$ cat config.mk
export PLATFORM = sky130hd
export DESIGN_NAME = ex_muldiv
export DESIGN_NICKNAME = d
export VERILOG_FILES = /design/src/rtl/ex_pkg.sv /design/src/rtl/div_iter.sv /design/src/rtl/ex_muldiv.sv
export SDC_FILE = /design/constraint.sdc
export NUM_CORES = 2
export LEC_CHECK = 0
export CELL_PAD_IN_SITES_DETAIL_PLACEMENT = 0
export CELL_PAD_IN_SITES_GLOBAL_PLACEMENT = 1
export CORE_AREA = 2 2 516 390
export CTS_CLUSTER_DIAMETER = 200
export DETAILED_ROUTE_END_ITERATION = 8
export DIE_AREA = 0 0 518 392
export PLACE_DENSITY_LB_ADDON = 0.2
export SYNTH_ARGS = -nofsm -noshare
export SYNTH_HDL_FRONTEND = slang
export SYNTH_HIERARCHICAL = 1
export SYNTH_SLANG_ARGS = --single-unit
$ cat constraint.sdc
create_clock -name clk -period 10.5 [get_ports clk]
set_input_delay 2.625 -clock clk [delete_from_list [all_inputs] [get_ports clk]]
set_output_delay 2.625 -clock clk [all_outputs]
set_load 0.05 [all_outputs]
$ cat src/rtl/ex_pkg.sv
// Execute-stage encodings, divider FSM states and shared helpers.
package ex_pkg;

  localparam int unsigned OP_W  = 8;
  localparam int unsigned SEL_W = 3;

  // aluop_i encodings
  localparam logic [OP_W-1:0] EXE_NOP_OP   = 8'b0000_0000;
  localparam logic [OP_W-1:0] EXE_AND_OP   = 8'b0010_0100;
  localparam logic [OP_W-1:0] EXE_OR_OP    = 8'b0010_0101;
  localparam logic [OP_W-1:0] EXE_XOR_OP   = 8'b0010_0110;
  localparam logic [OP_W-1:0] EXE_NOR_OP   = 8'b0010_0111;
  localparam logic [OP_W-1:0] EXE_SLL_OP   = 8'b0111_1100;
  localparam logic [OP_W-1:0] EXE_SRL_OP   = 8'b0000_0010;
  localparam logic [OP_W-1:0] EXE_SRA_OP   = 8'b0000_0011;
  localparam logic [OP_W-1:0] EXE_ADDU_OP  = 8'b0010_0001;
  localparam logic [OP_W-1:0] EXE_SUBU_OP  = 8'b0010_0011;
  localparam logic [OP_W-1:0] EXE_SLT_OP   = 8'b0010_1010;
  localparam logic [OP_W-1:0] EXE_SLTU_OP  = 8'b0010_1011;
  localparam logic [OP_W-1:0] EXE_MFHI_OP  = 8'b0001_0000;
  localparam logic [OP_W-1:0] EXE_MTHI_OP  = 8'b0001_0001;
  localparam logic [OP_W-1:0] EXE_MFLO_OP  = 8'b0001_0010;
  localparam logic [OP_W-1:0] EXE_MTLO_OP  = 8'b0001_0011;
  localparam logic [OP_W-1:0] EXE_MULT_OP  = 8'b0001_1000;
  localparam logic [OP_W-1:0] EXE_MULTU_OP = 8'b0001_1001;
  localparam logic [OP_W-1:0] EXE_DIV_OP   = 8'b0001_1010;
  localparam logic [OP_W-1:0] EXE_DIVU_OP  = 8'b0001_1011;

  // alusel_i result classes
  localparam logic [SEL_W-1:0] EXE_RES_NOP   = 3'b000;
  localparam logic [SEL_W-1:0] EXE_RES_LOGIC = 3'b001;
  localparam logic [SEL_W-1:0] EXE_RES_SHIFT = 3'b010;
  localparam logic [SEL_W-1:0] EXE_RES_MOVE  = 3'b011;
  localparam logic [SEL_W-1:0] EXE_RES_ARITH = 3'b100;

  localparam logic [31:0] ZERO_WORD = 32'h0000_0000;

  typedef enum logic [1:0] {
    IDLE    = 2'd0,
    DIV_ON  = 2'd1,
    DIV_END = 2'd2
  } div_state_e;

  // True for either divide opcode.
  function automatic logic is_div_op(input logic [OP_W-1:0] op);
    return (op == EXE_DIV_OP) || (op == EXE_DIVU_OP);
  endfunction

endpackage

$ cat src/rtl/div_iter.sv
// Iterative radix-2 restoring divider: one quotient bit per cycle on magnitudes,
// signs re-applied in DIV_END. flush aborts immediately and beats start.
module div_iter
  import ex_pkg::*;
#(
  parameter int unsigned DATA_W = 32
) (
  input  logic              clk,
  input  logic              rst,
  input  logic              start,
  input  logic              signed_op,
  input  logic              flush,
  input  logic [DATA_W-1:0] a,
  input  logic [DATA_W-1:0] b,
  output logic              busy,
  output logic              done,
  output logic [DATA_W-1:0] quot,
  output logic [DATA_W-1:0] rem
);

  localparam int unsigned CNT_W = $clog2(DATA_W);
  localparam logic [CNT_W-1:0] CNT_LAST = CNT_W'(DATA_W - 1);

  div_state_e state_q, state_d;

  logic [CNT_W-1:0]  count_q;
  logic [DATA_W-1:0] dvd_q;   // dividend shifting out, quotient shifting in
  logic [DATA_W-1:0] dvs_q;
  logic [DATA_W-1:0] rem_q;
  logic              q_neg_q;
  logic              r_neg_q;

  logic              a_neg, b_neg, div_zero;
  logic [DATA_W-1:0] a_abs, b_abs;
  logic [DATA_W:0]   shifted, diff;
  logic              load, step;

  assign a_neg    = signed_op & a[DATA_W-1];
  assign b_neg    = signed_op & b[DATA_W-1];
  assign a_abs    = a_neg ? -a : a;
  assign b_abs    = b_neg ? -b : b;
  assign div_zero = (b == '0);

  // Partial remainder with next dividend bit, and trial subtraction.
  assign shifted = {rem_q, dvd_q[DATA_W-1]};
  assign diff    = shifted - {1'b0, dvs_q};

  // State register.
  always_ff @(posedge clk) begin
    if (rst) state_q <= IDLE;
    else     state_q <= state_d;
  end

  // Next state and handshake outputs.
  always_comb begin
    state_d = state_q;
    busy    = 1'b0;
    done    = 1'b0;
    load    = 1'b0;
    step    = 1'b0;
    if (flush) begin
      state_d = IDLE;
    end else begin
      case (state_q)
        IDLE: begin
          if (start) begin
            busy    = 1'b1;
            load    = 1'b1;
            state_d = div_zero ? DIV_END : DIV_ON;
          end
        end
        DIV_ON: begin
          busy = 1'b1;
          step = 1'b1;
          if (count_q == CNT_LAST) state_d = DIV_END;
        end
        DIV_END: begin
          done    = 1'b1;
          state_d = IDLE;
        end
        default: state_d = IDLE;
      endcase
    end
  end

  // Operand latch and shift-subtract datapath.
  always_ff @(posedge clk) begin
    if (rst) begin
      count_q <= '0;
      dvd_q   <= '0;
      dvs_q   <= '0;
      rem_q   <= '0;
      q_neg_q <= 1'b0;
      r_neg_q <= 1'b0;
    end else if (load) begin
      count_q <= '0;
      if (div_zero) begin
        dvd_q   <= '1;
        dvs_q   <= '0;
        rem_q   <= a;
        q_neg_q <= 1'b0;
        r_neg_q <= 1'b0;
      end else begin
        dvd_q   <= a_abs;
        dvs_q   <= b_abs;
        rem_q   <= '0;
        q_neg_q <= a_neg ^ b_neg;
        r_neg_q <= a_neg;
      end
    end else if (step) begin
      count_q <= count_q + CNT_W'(1);
      if (!diff[DATA_W]) begin
        rem_q <= diff[DATA_W-1:0];
        dvd_q <= {dvd_q[DATA_W-2:0], 1'b1};
      end else begin
        rem_q <= shifted[DATA_W-1:0];
        dvd_q <= {dvd_q[DATA_W-2:0], 1'b0};
      end
    end
  end

  assign quot = q_neg_q ? -dvd_q : dvd_q;
  assign rem  = r_neg_q ? -rem_q : rem_q;

endmodule

$ cat src/rtl/ex_muldiv.sv
// Execute stage: logic/shift/arith/move units, single-cycle multiply,
// HI/LO registers and an iterative divider that stalls the pipeline.
module ex_muldiv
  import ex_pkg::*;
#(
  parameter int unsigned DATA_W     = 32,
  parameter int unsigned REG_ADDR_W = 5,
  parameter int unsigned ALUOP_W    = 8,
  parameter int unsigned ALUSEL_W   = 3
) (
  input  logic                  clk,
  input  logic                  rst,
  input  logic                  valid_i,
  input  logic                  flush_i,
  input  logic [ALUOP_W-1:0]    aluop_i,
  input  logic [ALUSEL_W-1:0]   alusel_i,
  input  logic [DATA_W-1:0]     reg1_i,
  input  logic [DATA_W-1:0]     reg2_i,
  input  logic [REG_ADDR_W-1:0] wd_i,
  input  logic                  wreg_i,
  output logic [REG_ADDR_W-1:0] wd_o,
  output logic                  wreg_o,
  output logic [DATA_W-1:0]     wdata_o,
  output logic [DATA_W-1:0]     hi_o,
  output logic [DATA_W-1:0]     lo_o,
  output logic                  stall_o
);

  localparam int unsigned SH_W = $clog2(DATA_W);

  logic [DATA_W-1:0]   hi_q, lo_q;
  logic [DATA_W-1:0]   logic_res, shift_res, arith_res, move_res, result;
  logic [2*DATA_W-1:0] prod;
  logic [SH_W-1:0]     shamt;
  logic                is_div, is_mult_s, ext_a, ext_b, wr_ok;
  logic                div_busy, div_done;
  logic [DATA_W-1:0]   div_quot, div_rem;

  assign shamt     = reg2_i[SH_W-1:0];
  assign is_div    = is_div_op(OP_W'(aluop_i));
  assign is_mult_s = (aluop_i == ALUOP_W'(EXE_MULT_OP));
  assign wr_ok     = valid_i & ~flush_i;

  div_iter #(.DATA_W(DATA_W)) u_div (
    .clk       (clk),
    .rst       (rst),
    .start     (valid_i & is_div),
    .signed_op (aluop_i == ALUOP_W'(EXE_DIV_OP)),
    .flush     (flush_i),
    .a         (reg1_i),
    .b         (reg2_i),
    .busy      (div_busy),
    .done      (div_done),
    .quot      (div_quot),
    .rem       (div_rem)
  );

  // Logic unit.
  always_comb begin
    logic_res = '0;
    case (aluop_i)
      ALUOP_W'(EXE_OR_OP):  logic_res = reg1_i | reg2_i;
      ALUOP_W'(EXE_AND_OP): logic_res = reg1_i & reg2_i;
      ALUOP_W'(EXE_XOR_OP): logic_res = reg1_i ^ reg2_i;
      ALUOP_W'(EXE_NOR_OP): logic_res = ~(reg1_i | reg2_i);
      default:              logic_res = '0;
    endcase
  end

  // Shift unit.
  always_comb begin
    shift_res = '0;
    case (aluop_i)
      ALUOP_W'(EXE_SLL_OP): shift_res = reg1_i << shamt;
      ALUOP_W'(EXE_SRL_OP): shift_res = reg1_i >> shamt;
      ALUOP_W'(EXE_SRA_OP): shift_res = $unsigned($signed(reg1_i) >>> shamt);
      default:              shift_res = '0;
    endcase
  end

  // Add/sub and set-less-than.
  always_comb begin
    arith_res = '0;
    case (aluop_i)
      ALUOP_W'(EXE_ADDU_OP): arith_res = reg1_i + reg2_i;
      ALUOP_W'(EXE_SUBU_OP): arith_res = reg1_i - reg2_i;
      ALUOP_W'(EXE_SLT_OP):  arith_res = DATA_W'($signed(reg1_i) < $signed(reg2_i));
      ALUOP_W'(EXE_SLTU_OP): arith_res = DATA_W'(reg1_i < reg2_i);
      default:               arith_res = '0;
    endcase
  end

  // HI/LO reads return the registered value, never the same-edge write.
  always_comb begin
    move_res = '0;
    case (aluop_i)
      ALUOP_W'(EXE_MFHI_OP): move_res = hi_q;
      ALUOP_W'(EXE_MFLO_OP): move_res = lo_q;
      default:               move_res = '0;
    endcase
  end

  // One multiplier; operand extension chooses signed or unsigned product.
  assign ext_a = is_mult_s & reg1_i[DATA_W-1];
  assign ext_b = is_mult_s & reg2_i[DATA_W-1];
  assign prod  = {{DATA_W{ext_a}}, reg1_i} * {{DATA_W{ext_b}}, reg2_i};

  // Result class mux.
  always_comb begin
    result = '0;
    case (alusel_i)
      ALUSEL_W'(EXE_RES_LOGIC): result = logic_res;
      ALUSEL_W'(EXE_RES_SHIFT): result = shift_res;
      ALUSEL_W'(EXE_RES_ARITH): result = arith_res;
      ALUSEL_W'(EXE_RES_MOVE):  result = move_res;
      default:                  result = '0;
    endcase
  end

  // HI/LO registers: divide completion, multiply and explicit moves.
  always_ff @(posedge clk) begin
    if (rst) begin
      hi_q <= '0;
      lo_q <= '0;
    end else if (div_done & wr_ok) begin
      hi_q <= div_rem;
      lo_q <= div_quot;
    end else if (wr_ok) begin
      case (aluop_i)
        ALUOP_W'(EXE_MULT_OP),
        ALUOP_W'(EXE_MULTU_OP): {hi_q, lo_q} <= prod;
        ALUOP_W'(EXE_MTHI_OP):  hi_q <= reg1_i;
        ALUOP_W'(EXE_MTLO_OP):  lo_q <= reg1_i;
        default: ;
      endcase
    end
  end

  assign stall_o = ~rst & div_busy;
  assign wd_o    = rst ? '0 : wd_i;
  assign wreg_o  = ~rst & wreg_i & valid_i & ~stall_o & ~is_div;
  assign wdata_o = rst ? DATA_W'(ZERO_WORD) : result;
  assign hi_o    = hi_q;
  assign lo_o    = lo_q;

endmodule
==> impl_metrics.env <==
export IMPL_status="finished, final reports clean"
export IMPL_hpwl_mm=266.6
export IMPL_dieArea_um2=203100
export IMPL_synth_distinct_cells=108
export IMPL_drt_wl_total_mm=315.9
export IMPL_grt_pass1_wl_mm=446.7
export IMPL_h_tree_depth=4
export IMPL_synth_compound_area_frac=0.1492
export IMPL_die_h_um=392
export IMPL_setup_tns_ns=0
export IMPL_fin_crit_ns=10.27
export IMPL_cts_tree="built"
export IMPL_slowest_delay_ns=0.63
export IMPL_max_clock_path_buffers=3
export IMPL_synthCells=7305
export IMPL_synth_nets=8865
export IMPL_antenna_found_initial=34
export IMPL_ys_seq_elements=169
export IMPL_synth_ff_type="dfxtp_1"
export IMPL_holdWs_ns=0.4779
export IMPL_cpMaxStageDelayCell="fa_2"
export IMPL_gp_congestion=1.027
export IMPL_placed_cell_area_um2=69140
export IMPL_via_per_inst=5.332
export IMPL_synth_edf_count=0
export IMPL_root_buffer="clkbuf_16"
export IMPL_cp_arrival_ns=10.65
export IMPL_cts_buffers=25
export IMPL_setup_viol=0
export IMPL_nets=9426
export IMPL_syn2layout_area_growth_pct=19.24
export IMPL_wl_per_cell_um=29.92
export IMPL_synth_simple_gate_area_share=0.1553
export IMPL_final_hold_viol_count=0
export IMPL_utilization=0.3549
export IMPL_cp_start_kind="input pin"
export IMPL_max_freq_mhz=97.42
export IMPL_rows=142
export IMPL_layout_drive_gt1_share=0.1456
export IMPL_synth_top_family_by_area="adder cells"
export IMPL_synth_fa_ha_area_frac=0.4562
export IMPL_initial_utilization=0.2977
export IMPL_crit_family="adder cells"
export IMPL_ant_nets=0
export IMPL_drv_cap=0
export IMPL_grt_pass1_vias=56730
export IMPL_worstMarginPinSlew_ns=1.322
export IMPL_async_flop_share=0
export IMPL_port_buffers=187
export IMPL_cp_required_ns=10.89
export IMPL_cts_sinks=169
export IMPL_synthMuxAreaShare=0.03174
export IMPL_critPathCaptureType="register"
export IMPL_fin_skew_ns=0.03225
export IMPL_core_region_area_um2=198300
export IMPL_cp_max_fo=7
export IMPL_drtIter0Drc=6128
export IMPL_crit_path_frequent_cell="fa_1"
export IMPL_remaining_drc_errors=0
export IMPL_synth_area_um2=59020
export IMPL_final_max_slew_viol_count=0
export IMPL_cp_num_buf_inv=13
export IMPL_grt_max_degree=60
export IMPL_hold_class="reg2reg"
export IMPL_yosys_warnings=6
export IMPL_fp_dieW_um=518
export IMPL_worstSkewPairLatency_ns=0.55
export IMPL_yosysSeqAreaShare=0.05732
export IMPL_period_share=0.9777
export IMPL_maxSlewHeadroom=0.1156
export IMPL_num_vias=56290
export IMPL_syn_area_per_cell_um2=8.079
export IMPL_drtPass1Iterations=6
export IMPL_final_cell_area_um2=70370
export IMPL_grt_ovfl_total=0
export IMPL_critical_path_class="in2reg"
export IMPL_track_usage=0.3091
export IMPL_ioPinCount=188
export IMPL_synth_xor_area_frac=0.03384
export IMPL_clk_pin_slew_worst_paths_ns=0.07
[worst register-to-register path, stage by stage, from the launching register on]
cell and delay, ns:
dfxtp_1 0.51, inv_1 0.10, ha_1 0.24, fa_1 0.41, nand2b_1 0.19, a21oi_1 0.20, o21ai_0 0.26, a21oi_1 0.49
a21oi_1 0.27, o31ai_2 0.50, xor2_2 0.16, buf_4 0.37, nor2_1 0.14, a221oi_1 0.50, a211oi_1 0.14
[final cells by class]
| cell class | instances | area (µm²) |
|---|---|---|
| diodes | 21 | 52.55 |
| clock buffers | 30 | 674.4 |
| clock inverters | 3 | 15.01 |
| fillers | 21080 | 127900 |
| inverters | 1329 | 4992 |
| multi-input cells | 5337 | 49140 |
| flip-flops and latches | 169 | 3383 |
| well taps | 2664 | 3333 |
| repair buffers | 1004 | 8778 |
[layout by cell type, fill, tap and decap left out, drive strengths merged, types with 114 or more instances in the layout]
| master | instances |
|---|---|
| ha | 347 |
| nor2 | 670 |
| buf | 905 |
| fa | 1128 |
| xnor2 | 170 |
| mux2i | 114 |
| dfxtp | 169 |
| a21oi | 408 |
| inv | 1318 |
| nand2 | 1065 |
| o21ai | 298 |
[final timing paths]
path,from,depth (start not counted),to,slack [ns]
hold reg to reg,u_div/q_neg_q,1,u_div/q_neg_q,0.48
hold / removal,u_div/q_neg_q,1,u_div/q_neg_q,0.48
setup reg to reg,u_div/dvd_q[31],14,u_div/rem_q[21],5.93
setup / recovery,aluop_i[1],31,hi_o[24],0.23
[cells in the mapped netlist, types with 11 or more instances]
master,count,area [µm²]
o21ai_1,15,75.07
nor4_1,28,175.2
nand2b_1,38,237.7
xor2_1,58,508.0
nor3_1,74,370.4
a21o_1,59,442.9
o22ai_1,39,244.0
a31oi_1,43,269.0
o41ai_1,15,131.4
dfxtp_1,169,3383
a21oi_1,401,2007
ha_1,347,4342
o221ai_1,69,604.3
a211oi_1,42,315.3
fa_1,1128,22580
xnor2_1,170,1489
buf_2,36,180.2
o211ai_1,50,375.4
a311oi_1,11,96.34
a22oi_1,37,277.8
a211o_1,15,131.4
and2_1,32,200.2
nor2b_1,32,200.2
clkbuf_1,337,1265
and3_1,19,118.9
nand3_1,47,235.2
mux2i_1,114,1141
nand4_1,29,181.4
o21a_1,32,240.2
o21bai_1,23,172.7
o31ai_1,38,285.3
or4_1,18,135.1
a221oi_1,30,262.8
buf_1,82,307.8
nor2_1,669,2511
inv_2,12,45.04
or3_1,39,244.0
nand2_1,1065,3998
mux4_2,28,630.6
o21ai_0,278,1391
o32ai_1,15,131.4
a221o_1,16,160.2
inv_1,1307,4906
[sequential cells by signal, summed over array words and instances (netlist names)]
signal and cells:
u_div/r_neg_q 1, hi_o 32, u_div/rem_q 32, u_div/q_neg_q 1, u_div/dvd_q 32, u_div/dvs_q 32
u_div/count_q 5, u_div/state_q 2, lo_o 32
[cells by family after synthesis]
| group | Yosys count |
|---|---|
| mux | 151 |
| flops | 169 |
| fa+ha+maj | 1475 |
| simple gates | 2151 |
| buf+inv | 1799 |
| compound gates | 1332 |
| xor+xnor | 228 |
[metal layers]
layer,vias up,track usage,part of all wire
met3,392,0.05154,0.076
met4,8,0.1087,0.041
met1,29160,0.4513,0.46
met5,-,0,0.00015
li1,24360,-,-
met2,2366,0.4568,0.42
[metrics by stage]
stage | instances | worst slack, ns
2_1_floorplan | 7305 | -0.03746
3_3_place_gp | 10490 | -0.8222
3_5_place_dp | 10490 | -0.8014
4_1_cts | 10530 | 0.01338
5_1_grt | 10540 | -0.005584
6_report | 10560 | 0.2347
[timing repair]
item	in CTS	in global routing
cloned	0	1
setup endpoints to repair	19	28
gates resized for setup	27	61
pin swaps	6	42
buffers inserted	3	10
hold buffers	0	0
Power is left out: the tool's default activity adds up to more than one toggle a clock period on the data nets, which glitch-free logic cannot reach.
